## src/rtl/game_pkg.sv

```systemverilog
// Shared types and defaults for the memorization-game round controller.
package game_pkg;

  typedef enum logic [2:0] {
    IDLE   = 3'd0,
    SHOW   = 3'd1,
    ENTRY  = 3'd2,
    CHECK  = 3'd3,
    RESULT = 3'd4,
    OVER   = 3'd5
  } state_e;

  localparam int DIGIT_W              = 4;
  localparam int CNT_W                = 8;
  localparam int DEFAULT_SHOW_TICKS   = 6;
  localparam int DEFAULT_RESULT_TICKS = 4;
  localparam int DEFAULT_NUM_DIGITS   = 4;
  localparam int DEFAULT_MAX_LIVES    = 3;

endpackage

```

## src/rtl/game_sequencer_tick_counter.sv

```systemverilog
// Counts tick pulses while enabled; done fires on the tick that reaches target.
module tick_counter
  import game_pkg::*;
(
  input  logic             clk,
  input  logic             rst,
  input  logic             clr,
  input  logic             en,
  input  logic             tick,
  input  logic [CNT_W-1:0] target,
  output logic             done
);

  localparam logic [CNT_W-1:0] ONE = 1;

  logic [CNT_W-1:0] cnt_q, cnt_d;

  // clr wins over a coincident tick, so the entry-edge tick is never counted
  always_comb begin
    cnt_d = cnt_q;
    if (clr)             cnt_d = '0;
    else if (en && tick) cnt_d = cnt_q + ONE;
  end

  assign done = en && tick && ((cnt_q + ONE) == target);

  always_ff @(posedge clk or posedge rst) begin
    if (rst) cnt_q <= '0;
    else     cnt_q <= cnt_d;
  end

endmodule

```

## src/rtl/game_sequencer.sv

```systemverilog
// Round controller: start, show random value, collect digits, check, show result.
module game_sequencer
  import game_pkg::*;
#(
  parameter int SHOW_TICKS   = DEFAULT_SHOW_TICKS,
  parameter int RESULT_TICKS = DEFAULT_RESULT_TICKS,
  parameter int NUM_DIGITS   = DEFAULT_NUM_DIGITS,
  parameter int MAX_LIVES    = DEFAULT_MAX_LIVES
) (
  input  logic                          clk,
  input  logic                          rst,
  input  logic                          tick,
  input  logic                          btnStart,
  input  logic                          btnEnter,
  input  logic [DIGIT_W-1:0]            digitIn,
  input  logic                          correct,
  output logic                          newRound,
  output logic                          displayPhase,
  output logic [DIGIT_W*NUM_DIGITS-1:0] userInt,
  output logic                          inputReady,
  output logic [1:0]                    digitIdx,
  output logic [7:0]                    score,
  output logic [1:0]                    lives,
  output logic                          gameOver
);

  localparam int UW = DIGIT_W * NUM_DIGITS;
  localparam logic [1:0] LAST_IDX   = 2'(NUM_DIGITS - 1);
  localparam logic [1:0] LIVES_INIT = 2'(MAX_LIVES);

  state_e          state_q, state_d;
  logic [UW-1:0]   user_q, user_d;
  logic [1:0]      idx_q, idx_d;
  logic [7:0]      score_q, score_d;
  logic [1:0]      lives_q, lives_d;
  logic            new_round_q, new_round_d;
  logic            tick_done;
  logic            tick_clr;
  logic            tick_en;
  logic [CNT_W-1:0] tick_target;

  assign tick_en     = (state_q == SHOW) || (state_q == RESULT);
  assign tick_target = (state_q == RESULT) ? CNT_W'(RESULT_TICKS) : CNT_W'(SHOW_TICKS);
  assign tick_clr    = (state_d != state_q);

  tick_counter u_tick (
    .clk    (clk),
    .rst    (rst),
    .clr    (tick_clr),
    .en     (tick_en),
    .tick   (tick),
    .target (tick_target),
    .done   (tick_done)
  );

  always_comb begin
    state_d     = state_q;
    user_d      = user_q;
    idx_d       = idx_q;
    score_d     = score_q;
    lives_d     = lives_q;
    new_round_d = 1'b0;
    case (state_q)
      IDLE, OVER: begin
        if (btnStart) begin
          state_d     = SHOW;
          score_d     = '0;
          lives_d     = LIVES_INIT;
          new_round_d = 1'b1;
        end
      end
      SHOW: begin
        if (tick_done) begin
          state_d = ENTRY;
          user_d  = '0;
          idx_d   = '0;
        end
      end
      ENTRY: begin
        if (btnEnter) begin
          user_d = {user_q[UW-DIGIT_W-1:0], digitIn};
          idx_d  = idx_q + 2'd1;
          if (idx_q == LAST_IDX) state_d = CHECK;
        end
      end
      CHECK: begin
        if (correct) score_d = (score_q == 8'hFF) ? score_q : score_q + 8'd1;
        else         lives_d = lives_q - 2'd1;
        state_d = RESULT;
      end
      RESULT: begin
        if (tick_done) begin
          if (lives_q == 2'd0) begin
            state_d = OVER;
          end else begin
            state_d     = SHOW;
            new_round_d = 1'b1;
          end
        end
      end
      default: state_d = IDLE;
    endcase
  end

  always_ff @(posedge clk or posedge rst) begin
    if (rst) begin
      state_q     <= IDLE;
      user_q      <= '0;
      idx_q       <= '0;
      score_q     <= '0;
      lives_q     <= LIVES_INIT;
      new_round_q <= 1'b0;
    end else begin
      state_q     <= state_d;
      user_q      <= user_d;
      idx_q       <= idx_d;
      score_q     <= score_d;
      lives_q     <= lives_d;
      new_round_q <= new_round_d;
    end
  end

  assign newRound     = new_round_q;
  assign displayPhase = (state_q == SHOW);
  assign inputReady   = (state_q == RESULT);
  assign gameOver     = (state_q == OVER);
  assign userInt      = user_q;
  assign digitIdx     = idx_q;
  assign score        = score_q;
  assign lives        = lives_q;

endmodule

```

## config.mk

```make
export PLATFORM = sky130hd
export DESIGN_NAME = game_sequencer
export DESIGN_NICKNAME = d
export VERILOG_FILES = /design/src/rtl/game_pkg.sv /design/src/rtl/game_sequencer_tick_counter.sv /design/src/rtl/game_sequencer.sv
export SDC_FILE = /design/constraint.sdc
export NUM_CORES = 1
export LEC_CHECK = 0
export ABC_AREA = 1
export CORE_ASPECT_RATIO = 2
export CORE_MARGIN = 8
export CORE_UTILIZATION = 52
export DETAILED_ROUTE_END_ITERATION = 10
export GPL_TIMING_DRIVEN = 0
export PLACE_DENSITY = 0.82
export SYNTH_ARGS = -nofsm -noshare
export SYNTH_HDL_FRONTEND = slang
export SYNTH_HIERARCHICAL = 1
export SYNTH_SLANG_ARGS = --single-unit
```

## constraint.sdc

```tcl
create_clock -name clk -period 2.8 [get_ports clk]
set_input_delay 0.42 -clock clk [delete_from_list [all_inputs] [get_ports clk]]
set_output_delay 0.42 -clock clk [all_outputs]
set_load 0.02 [all_outputs]
```

======== Word level (Yosys, flattened, before mapping) ========
Cells that the tools add are included.
word-level totals
  register bits ........................... 40
  logic and storage cells ................. 65
cells by class
  reduce and logical (&&, ||, !) cells .... 12
  eq/ne operators ......................... 15
  add/subtract/negate cells ............... 4
  multiplexer cells ....................... 27
operator list
  kind                   number
  $mux W8                5
  $mux W16               2
  $pmux W16 S2           1
  $mux W3                6
  $add A8 B1 Y8 const B  2
  $pmux W8 S2            1
  $pmux W3 S5            1
  $mux W2                5
  $ne A2 B2 Y1 const B   5
  $eq A8 B3 Y1           1
  $eq A8 B8 Y1 const B   1
  $pmux W2 S2            2
  $eq A3 B2 Y1 const B   2
  $eq A3 B3 Y1 const B   2
  $reduce_and A3 Y1      2
  $reduce_bool A2 Y1     3
  $reduce_and A4 Y1      1
  $eq A3 B1 Y1 const B   1
  $logic_not A3 Y1       1
  $mux W1                3
  $ne A3 B3 Y1           1
  $add A2 B1 Y2 const B  1
  $eq A2 B2 Y1 const B   1
  $logic_and A1 B1 Y1    2
  6 further kinds        6

======== Longest topological paths before layout ========
  depth after elaboration ................. 8
  gate-level depth with buffers ........... 22
  mapped depth without buffers ............ 21

======== Modules after synthesis ========
The synthesis kept the hierarchy.
by module, submodules not included
  module          seq. area each (sq um)  area an instance (sq um)  instances  cells each
  game_sequencer  803.3                   1675.4                    1          202
  tick_counter    200.2                   586.8                     1          91

======== Least setup slack after synthesis ========
Ideal clock, no wire load.
  path type ............................... register to register
  start ................................... register state_q[0]
  end ..................................... register u_tick.cnt_q[3]
  library setup time ...................... 130 ps
  clock period less this slack ............ 2396 ps
  stages on the path, launching flop included .. 22
  data required time ...................... 2670 ps
  data arrival time ....................... 2266 ps
  slack ................................... 404 ps
  cells stage by stage .................... dfrtp_1 buf_6 nor2_1 nand2_1 nand2_1 nand2_1 inv_1 nand3_1 nor2_1 nand3_1 nor2_1 nand3_1 nor2_1 nand2_1 nand3_1 nand3_1 nor2_1 nor2_1 nand2_1 inv_1 nand2_1 o22ai_1
between the ends
  longest elaborated chain between the ends .. 8
  elaborated cells between the ends (all ways) .. 21
  classes of those cells .................. 7 x eq/ne; 8 x mux; 6 x reduce/logical
ends and longest elaborated chain
  what                                           RTL line                                    RTL
  start, declared                                game_sequencer.sv:31                        state_e state_q, state_d;
  start signal, assigned                         game_sequencer.sv:114                       state_q <= state_d;
  $eq A3 B3 Y1 (*)                               game_sequencer.sv:43                        assign tick_target = (state_q == RESULT) ? CNT_W'(RESULT_TICKS) : CNT_W'(SHOW_TICKS);
  $mux W2 (*)                                    game_sequencer.sv:43
  net tick_target[1]                             game_sequencer.sv:40                        logic [CNT_W-1:0] tick_target;
  $eq A8 B3 Y1 (*)                               game_sequencer_tick_counter.sv:25           assign done = en && tick && ((cnt_q + ONE) == target);
  $logic_and A1 B1 Y1 (*)                        game_sequencer_tick_counter.sv:25
  net tick_done                                  game_sequencer.sv:37                        logic tick_done;
  $mux W3 (on tied branches)                     game_sequencer.sv:92, game_sequencer.sv:73
  $pmux W3 S5 (*)                                game_sequencer.sv:63                        case (state_q)
  net state_d[2]                                 game_sequencer.sv:31
  $ne A3 B3 Y1 (*)                               game_sequencer.sv:44                        assign tick_clr = (state_d != state_q);
  net tick_clr                                   game_sequencer.sv:38                        logic tick_clr;
  $mux W8 or $reduce_bool A2 Y1 (tied branches)  n/a
  end signal, assigned                           game_sequencer_tick_counter.sv:29           else cnt_q <= cnt_d;
  end, declared                                  game_sequencer_tick_counter.sv:16           logic [CNT_W-1:0] cnt_q, cnt_d;
The timed path passes the listed nets; every way through them passes the cells marked *.
A chain may end at the register's enable or synchronous reset.

======== Final worst setup path ========
  start ................................... register state_q[0]
  end ..................................... register u_tick.cnt_q[7]
The elaborated chain is that of the path after synthesis.

==> summary.md <==
| Metric | Value |
|---|---|
| Status | complete, no violations |
| Reg2reg setup slack | 200 ps |
| Met2 WL | 2610 µm |
| Root Driver | clkbuf_8 |
| Sum Neg Setup Slack | 0 ps |
| Worst VDD drop | 607 µV |
| Final setup fails | 0 |
| Die ar. | 6840 µm² |
| Synth cell types | 33 |
| Final period util | 0.927 |
| CP startpoint kind | register |
| Logic pwr share | 0.441 |
| Syn-to-layout area delta | 30.8% |
| Layout cells sized above 1 | 0.135 |
| CTS buffer count | 5 |
| Net Sw Frac | 0.400 |
| Number of synthesized flops with an enable pin | 0 |
| Post-DP HPWL | 3980 µm |
| Crit path kind | reg2reg |
| Cell Area, Synth | 2260 µm² |
| Max transition margin | 0.567 |
| Yosys top cell area share | 0.420 |
| Met1 wire length | 2140 µm |
| Leak | 1.48 nW |
| Wire length on met3 | 450 µm |
| Total track usage | 0.156 |
| Max-Cap Viols | 0 |
| Reg2reg start | state_q[0] |
| N_diodes | 0 |
| HP Class | in2async |
| Sequential power share | 0.389 |
| Cells after Synth | 293 |
| First-pass GRT wire length | 8830 µm |
| Crit end category | register |
| Internal power | 1.27 mW |
| Pins Over Slew Limit | 0 |
| Via count | 2,118 |
| Worst-path maximum fanout | 9 |
| WL/cell | 13.0 µm |
| Site Rows | 34 |
| Worst-skew pair later-pin latency | 290 ps |
| Top Layer Used | met4 |
| Initial antenna violation count | 0 |
| Worst slew pin tran | 645 ps |
| Fmax | 385 MHz |
| Power per cell area | 716 nW/µm² |
| Total Routed Length | 5330 µm |
| RSZ-0062 raised after global routing | true |
| Most area-consuming cells after synthesis | dfrtp_1, nand2_1, inv_1 |
| Crit Reg-Reg Endpoint | u_tick/cnt_q[7] |
| DRC Markers | 0 |
| TritonRoute pass-1 iters | 4 |
| CTS clk-pin slew, worst paths | 80 ps |
| Yosys warnings | 6 |
| Core Region | 4250 µm² |
| Crit path from | state_q[0] |
| Seq/Total Area, Yosys | 0.444 |
| CP Data Arrival Time | 2800 ps |
| Worst hold slack | 430 ps |
| Vias per cell | 5.18 |
| Asr flop ratio synth | 1.00 |
| Count leader, synth | nand2_1 |
| Setup Skew | 4.31 ps |
| Area leader, netlist | dfrtp_1 |
| Gr ovfl total | 0 |
| Worst EP required | 3010 ps |
| FF+latch count, synth | 40 |
| Fill count | 351 |
| Synthesized area per cell | 7.72 µm² |
| RD Place Congestion | 0.846 |
| Pin count of the biggest net entering global routing | 33 |
| Final ANT Viol Nets | 0 |
| Net count, final | 369 |
| Final Hold Fails | 0 |
| Die span in x | 62.6 µm |
| Clock buffer depth | 2 |
| I/O pins | 42 |
| Commonest cells post-synth | nand2_1, inv_1, dfrtp_1, nand3_1, nor2_1 |
| Vias in the first global route | 2,099 |
| Worst Setup EP | u_tick/cnt_q[7] |
| Reg2reg path depth | 22 |
| Fin util | 0.695 |
| Die Height | 109 µm |
| Clock sinks | 40 |
| Starting density of the core | 0.532 |
| Predominant post-synthesis flop cell | dfrtp_1 |
| IO buf count | 40 |
| Switching power | 0.847 mW |
| Maximum level of the CTS H-tree | 2 |
| Min Tclk post-route | 2600 ps |
| DRT iter0 DRCs | 47 |
| CTS tree | done |
| Clock Power Share | 0.170 |
-- metrics by stage --
stage	cells	total power [mW]	setup WS [ps]	cell area [µm²]
after floorplan	304	1.36	404	2300
after global placement	398	1.68	-1.84	2770
after detailed placement	398	1.71	-79.0	2770
after CTS	405	2.09	27.4	2850
after global routing	409	2.25	-18.3	2960
final	409	2.12	205	2960
-- repair_timing --
item | CTS | global route
pin swaps | 0 | 11
setup buffers | 0 | 3
setup endpoints to repair | 8 | 8
hold buffers | 0 | 0
resized for setup | 3 | 14
-- kinds of logic after synthesis --
logic type,count (synthesis),share of synthesized area
AOI/OAI and AO/OA,45,0.111
buffers and inverters,53,0.101
xor gates and xnor gates,3,0.0116
DFF,40,0.444
adders and majority gates,4,0.0221
other,2,0.00332
and+or+nand+nor,146,0.308
-- worst min path at each step --
stage | slack [ps] | end
after floorplan | 240 | u_tick/cnt_q[0]
after global placement | 480 | lives[1]
after global routing | 460 | u_tick/cnt_q[4]
after detailed placement | 490 | lives[1]
final | 430 | u_tick/cnt_q[0]
after CTS | 430 | u_tick/cnt_q[4]
-- final cells by class --
class                           instances  area, µm²  share of cell area
Buffer                                  5       48.8              0.0165
Clock buffer                            6       72.6              0.0245
Clock inverter                          1       5.00             0.00169
Inverter                               48        180              0.0609
Multi-Input combinational cell        211       1130               0.382
Sequential cell                        40       1000               0.340
Tap cell                               54       67.6              0.0228
Timing Repair Buffer                   44        450               0.152
-- power groups by stage --
| stage | Sequential [mW] | Combinational, mW | Clock (mW) |
|---|---|---|---|
| 6_report | 0.823 | 0.934 | 0.361 |
| 5_1_grt | 0.841 | 1.02 | 0.394 |
| 4_1_cts | 0.823 | 0.892 | 0.376 |
| 3_5_place_dp | 0.828 | 0.883 | 0 |
| 3_3_place_gp | 0.823 | 0.854 | 0 |
| 2_1_floorplan | 0.936 | 0.424 | 0 |
-- layout by cell type (no fill, tap or decap), types with 4 or more instances in the layout --
master,instances
clkdlybuf4s50_1,40
o21ai_0,19
dfrtp_1,37
conb_1,13
nand2_2,6
nand2_1,65
o22ai_1,12
inv_1,43
nor2_1,20
nand2_4,5
ha_1,4
nand3_1,29
inv_2,4
clkbuf_8,5
nand3_2,5
buf_6,4
o21ai_1,7
-- metal layers --
metal / track usage / up-vias
met1: 0.160 / 1000
met4: 0.0788 / 0
li1: - / 1047
met5: 0 / -
met3: 0.0607 / 12
met2: 0.270 / 59
-- critical path, cell delays in order, from the launching register on --
cell and delay (ps):
dfrtp_1 380, buf_6 150, nor2_4 160, nand2_4 80, nand2_1 80, nand2_2 90
inv_1 70, nand3_1 70, nor2_1 120, nand3_1 80, nor2_1 110, nand3_1 120
nor2_4 170, inv_1 50, nand2_1 60, nand2_1 60, nand3_1 90, nand2_1 60
nand2_1 50, nand2_1 80, inv_1 120, nand2_4 100, o22ai_1 170
-- registers in the layout, indices dropped and copies added, names as in the netlist --
register	count
userInt	16
score	8
u_tick/cnt_q	8
state_q	3
digitIdx	2
lives	2
newRound	1
No activity file was read; power rests on OpenSTA's default activity.
==> RTL edit 1, RTL diff (same flow settings) <==
Reset style: synchronous (`rst`), changed in 2 clocked blocks.
--- a/src/rtl/game_sequencer_tick_counter.sv
+++ b/src/rtl/game_sequencer_tick_counter.sv
@@ -26,3 +26,3 @@
 
-  always_ff @(posedge clk or posedge rst) begin
+  always_ff @(posedge clk) begin
     if (rst) cnt_q <= '0;
--- a/src/rtl/game_sequencer.sv
+++ b/src/rtl/game_sequencer.sv
@@ -104,3 +104,3 @@
 
-  always_ff @(posedge clk or posedge rst) begin
+  always_ff @(posedge clk) begin
     if (rst) begin
Formal check against the unedited RTL: differs if rst is asserted again (counterexample within 4 cycles, from zero or initial values and one cycle with rst high); with rst held inactive, the same outputs for 10 cycles.
==> RTL edit 1 against the original RTL <==
Sequential cell count unchanged. Via count is 15% higher. Highest routed layer unchanged. Wire length is 19% higher. Area after synthesis grew 1.8%. Setup slack worse by 0.079 ns. Cell area is 2.8% higher. Largest cell class unchanged.
Power is not compared: it rests on default switching activity, and its combinational part moved more than twofold at a synthesized area within 25%.
==> RTL edit 1: results (changes against the original RTL) <==
stage;metric;value;unit;change
cts;clkLatencyLatePin;0.30;ns;
global_route;grt.total_usage;0.179;;+0.0235
global_route;grt_pass1_vias;2420;;+15%
min_path;hold_path_end;userInt[15]$_SDFFE_PP0P_;;
cts;cts_buffers;5;;unchanged
pwr;ir_drop;0.370;mV;
synth;synthTopCellsByArea;dfxtp_1 35%, nand2_1 13%, nand3_1 9.3%;;
global_route;globalRouteMet3Util;0.0435;;-0.0172
worst_setup_path;r2r_cells;23;;+4.5%
finish;fin_nets;428;;+16%
drt;dr.pass1.iters;4;;unchanged
min_path;worstHoldPathType;reg2reg;;
global_route;grt_pass1_wl;10100;um;+15%
worst_setup_path;r2r_start;state_q[0]$_SDFF_PP0_;;
synth;syn_area_per_cell;6.67;sq um;-14%
cts;cts_root_buf;clkbuf_8;;
worst_setup_path;critical-path-max-stage-delay;0.32;ns;-0.06 ns
synth;synth.distinct_cells;30;;-9.1%
worst_setup_path;cp-start-kind;flop;;
drt;drt_iter0_drc;88;;+87%
synth;yosysSeqAreaShare;0.348;;-0.0958
global_route;grt_max_degree;13;;-61%
placed_design;dp_slack;-0.408;ns;-0.329 ns
min_path;holdPathStages;2;;
timing;finalClockSkew;0.0101;ns;+0.00581 ns
run_status;status;finished clean;;
global_route;gr-usage-met1;0.143;;-0.0169
drt;wl_met2;3650;um;+40%
finish;largest_register_ffs;16;;unchanged
synth;synth_common_cells;77 x nand2_1, 43 x nand3_1, 40 x dfxtp_1, 37 x inv_1, 31 x a21oi_1;;
placed_design;hpwlAfterDp;4790;um;+20%
worst_setup_path;cp.arrival;2.91;ns;+0.11 ns
synth;async_reset_ff_frac;0;;-1.00
drt;wl;6320;um;+19%
timing;worst_pin_slew;0.549;ns;-0.0958 ns
worst_setup_path;r2r-end;u_tick/cnt_q[7]$_SDFFE_PP0P_;;
synth;ys_warn_count;6;;unchanged
min_path;hp-start;userInt[15]$_SDFFE_PP0P_;;
finish;num_antenna_cells;0;;unchanged
finish;drive_gt1_frac;0.152;;+0.0166
cts;h-tree-depth;2;;unchanged
global_route;use_met2;0.375;;+0.106
drt;vias_per_cell;5.21;;+0.63%
placed_design;place.gp.congestion;0.796;;-5.9%
cts;clk_pin_slew;0.08;ns;about the same
worst_setup_path;worstPathMaxFanout;9;;unchanged
cts;cts_buffer_depth;2;;unchanged
worst_setup_path;r2r_slack;0.13;ns;-0.08 ns
placed_design;dpl_cell_area;0.00282;sq mm;+1.8%
drt;wl_met3;283;um;-37%
drt;drt-met1-wl;2240;um;+4.2%
worst_setup_path;crit_slowest_cell;dfxtp_1;;
finish;fill_cells;364;;+3.7%
[RTL edit 1: changes by cell type in the layout (fill, tap and decap cells not counted), moves of 5 or more]
cell / unedited run / this run
buf_4: 3 / 10
nand3_2: 5 / 10
o21ai_0: 19 / 25
o22ai_1: 12 / 0
dfrtp_1: 37 / 0
nand3_1: 29 / 41
nand2_1: 65 / 75
inv_1: 43 / 34
dfxtp_1: 0 / 38
a21oi_1: 2 / 31
nor2_1: 20 / 26
[RTL edit 1: layout make-up]
type | count | area share
Multi-Input combinational cell | 263 | 0.446
Sequential cell | 40 | 0.264
Timing Repair Buffer | 50 | 0.159
Inverter | 42 | 0.0527
Clock buffer | 7 | 0.0284
Buffer | 12 | 0.0255
Tap cell | 54 | 0.0222
Clock inverter | 1 | 0.00247
[RTL edit 1: how the worst max path moves through the flow]
stage / endpoint / slack (ns) / depth (start not counted)
global route: u_tick/cnt_q[5]$_SDFFE_PP0P_ / -0.09 / 23
global placement: u_tick/cnt_q[3]$_SDFFE_PP0P_ / -0.35 / 19
floorplan: u_tick/cnt_q[0]$_SDFFE_PP0P_ / 0.09 / 22
detailed placement: u_tick/cnt_q[3]$_SDFFE_PP0P_ / -0.41 / 19
CTS: u_tick/cnt_q[3]$_SDFFE_PP0P_ / 0.03 / 22
finish: u_tick/cnt_q[7]$_SDFFE_PP0P_ / 0.13 / 23
[RTL edit 1: logic make-up after synthesis]
group	Yosys count	share of synthesized area
compound gates	66	0.151
xor+xnor	2	0.00761
fa+ha+maj	4	0.0217
buf+inv	54	0.102
flops	40	0.348
other cells	2	0.00326
simple gates	177	0.367
[RTL edit 1: report_power, final]
group / internal (mW) / switching [mW] / leakage (nW)
Clock: 0.200 / 0.210 / 0.0445
Sequential: 0.579 / 0.0112 / 0.324
Combinational: 0.0708 / 0.106 / 0.892
[RTL edit 1: repair_timing]
item | in CTS | in global routing
endpoints found under the setup margin | 8 | 11
gates resized for setup | 4 | 17
hold buffers | 0 | 0
setup buffers | 1 | 9
pin swaps | 2 | 11
[RTL edit 1: per-stage QoR]
stage	instances	TNS (ns)	hold WS, ns	utilization
4_1_cts	460	0	0.478	0.684
2_1_floorplan	357	0	0.482	-
6_report	469	0	0.477	0.708
5_1_grt	469	-0.576	0.512	0.708
3_3_place_gp	451	-2.49	0.463	0.657
3_5_place_dp	451	-2.86	0.466	0.657
[RTL edit 1: worst max-delay path: cells and delay by family, from the launching register on]
| family | cells | cell delay, ns |
|---|---|---|
| AOI/OAI and AO/OA | 2 | 0.15 |
| DFF | 1 | 0.32 |
| buffers and inverters | 7 | 0.69 |
| and+or+nand+nor | 14 | 1.45 |
==> RTL edit 2, RTL diff (same settings) <==
Made on the original files. `CNT_W`: 8 -> 7.
--- a/src/rtl/game_pkg.sv
+++ b/src/rtl/game_pkg.sv
@@ -13,3 +13,3 @@
   localparam int DIGIT_W              = 4;
-  localparam int CNT_W                = 8;
+  localparam int CNT_W                = 7;
   localparam int DEFAULT_SHOW_TICKS   = 6;
Behaviour: no difference found for any inputs over 10 cycles, from zero or initial values and one cycle with rst high; that may be too few to reach the edited logic, so the function may still have changed.
==> RTL edit 2 against the original RTL <==
Largest cell class unchanged. Highest routed layer unchanged. Critical path type unchanged. Cell area decreased by 1.9%. Total power decreased by 18%. Synthesized cell count increased by 0.68%. Setup slack improved by 0.041 ns. Sequential power decreased by 13%. Non-clock buffer count decreased by 3. Area after synthesis decreased by 1.1%. Sequential share of layout area decreased by 0.26 points. Sequential cell count decreased by 1. Wire length decreased by 0.32%.
==> RTL edit 2: results (changes against the original RTL) <==
stage;metric;value;unit;change
synth;async_reset_ff_frac;1.00;;unchanged
drt;drt_iter0_drc;79;;+68%
worst_setup_path;worstPathMaxFanout;9;;unchanged
pwr;leakagePower;1.44;nW;-2.8%
cts;cts_buffer_depth;2;;unchanged
worst_setup_path;cp.arrival;2.74;ns;-0.06 ns
global_route;grt.total_usage;0.161;;+0.00493
run_status;status;finished clean;;
finish;fin_nets;367;;-0.54%
drt;dr.pass1.iters;5;;+1
cts;clkLatencyLatePin;0.30;ns;
drt;wl;5310;um;-0.32%
pwr;ir_drop;0.439;mV;-28%
synth;yosysSeqAreaShare;0.437;;-0.00622
cts;h-tree-depth;2;;unchanged
placed_design;place.gp.congestion;0.871;;+2.9%
synth;synth_edf_count;0;;unchanged
worst_setup_path;cp-endpoint;u_tick/cnt_q[2]$_DFFE_PP0P_;;
cts;cts_buffers;5;;unchanged
timing;finalClockSkew;0.00799;ns;+0.00368 ns
synth;synthTopCellsByArea;dfrtp_1 41%, nand2_1 12%, nand3_1 8.1%;;
synth;ys.flop_type;dfrtp_1;;
drt;vias;2101;;-0.80%
placed_design;hpwlAfterDp;3910;um;-1.8%
timing;worst_hold_slack;0.360;ns;-0.0702 ns
finish;largest_register_ffs;16;;unchanged
synth;synth.distinct_cells;29;;-12%
finish;drive_gt1_frac;0.124;;-0.0109
cts;clk_pin_slew;0.08;ns;about the same
finish;fill_cells;349;;-0.57%
global_route;grt_pass1_wl;9150;um;+3.7%
placed_design;io_buffers;40;;unchanged
worst_setup_path;r2r_slack;0.25;ns;+0.04 ns
worst_setup_path;r2r_cells;21;;-4.5%
min_path;worstHoldPathType;in2async;;
synth;syn_inst;295;;+0.68%
finish;finalNonFillerCells;408;;-0.24%
synth;synth_common_cells;74 x nand2_1, 46 x inv_1, 37 x dfrtp_1, 36 x nand3_1, 24 x o21ai_0;;
pwr;internal-power;1.10;mW;-14%
global_route;grt_max_degree;33;;unchanged
placed_design;dp.cells;399;;+0.25%
worst_setup_path;cp-start-kind;flop;;
==> RTL edit 2: changes by cell type after synthesis, sizes merged, moves of 2 or more <==
cell / change
nor2: -2
o22ai: -4
nand4: -2
nand3: +5
o21ai: +2
nand2: +6
==> RTL edit 2: repair_timing <==
item,CTS,global route
gates resized for setup,5,13
setup endpoints to repair,7,7
setup buffers,0,0
pin swaps,0,1
==> RTL edit 2: per-stage QoR <==
stage / setup WS [ns] / area, sq um / util / setup TNS (ns)
after detailed placement: -0.129 / 2740 / 0.645 / -0.390
after global placement: -0.0428 / 2740 / 0.645 / -0.0546
after CTS: 0.0475 / 2860 / 0.671 / 0
final: 0.245 / 2900 / 0.682 / 0
after floorplan: 0.439 / 2270 / - / 0
after global routing: 0.00336 / 2900 / 0.682 / 0
==> RTL edit 2: metal layers <==
metal | vias to the layer above | part of all wire | global-route usage
li1 | 1048 | - | -
met4 | 0 | 0.021 | 0.0821
met2 | 56 | 0.53 | 0.292
met1 | 984 | 0.41 | 0.171
met5 | - | 0 | 0
met3 | 13 | 0.037 | 0.0340
==> RTL edit 2: layout make-up <==
| class | instances | area [sq um] | area share |
|---|---|---|---|
| clock inverters | 2 | 16.3 | 0.00560 |
| clock buffers | 6 | 82.6 | 0.0284 |
| repair buffers | 41 | 420 | 0.145 |
| plain buffers | 5 | 48.8 | 0.0168 |
| flip-flops and latches | 39 | 978 | 0.337 |
| inverters | 49 | 184 | 0.0634 |
| well taps | 54 | 67.6 | 0.0233 |
| multi-input cells | 212 | 1100 | 0.381 |
==> RTL edit 2: critical path: stages (launching register included) <==
cell and delay (ns):
dfrtp_1 0.39, buf_6 0.15, nor2_4 0.13, nand2_4 0.08, nand2_1 0.09, nand2_2 0.12
nor2_1 0.13, nand3_1 0.08, nor2_2 0.11, nand2_1 0.06, nor2_1 0.11, nand2_1 0.07
inv_2 0.09, nand2_1 0.08, nand3_1 0.07, nand3_1 0.10, nor2_1 0.11, nor2_1 0.05
nand2_1 0.14, inv_2 0.08, nand2_4 0.11, o22ai_1 0.08
==> RTL edit 2: power groups by stage <==
stage	logic, mW	clock network [mW]	registers [mW]
after floorplan	0.284	0	0.794
after global placement	0.557	0	0.723
after detailed placement	0.571	0	0.728
after CTS	0.587	0.415	0.718
after global routing	0.683	0.430	0.729
final	0.610	0.405	0.719
==> RTL edit 2: logic make-up after synthesis <==
| family | Yosys count | share of synthesized area |
|---|---|---|
| buffers and inverters | 54 | 0.104 |
| other | 2 | 0.00336 |
| AND/OR/NAND/NOR | 152 | 0.322 |
| adder cells (fa/ha/maj) | 4 | 0.0224 |
| AO/OA/AOI/OAI | 42 | 0.103 |
| XOR/XNOR | 2 | 0.00783 |
| flip-flops | 39 | 0.437 |
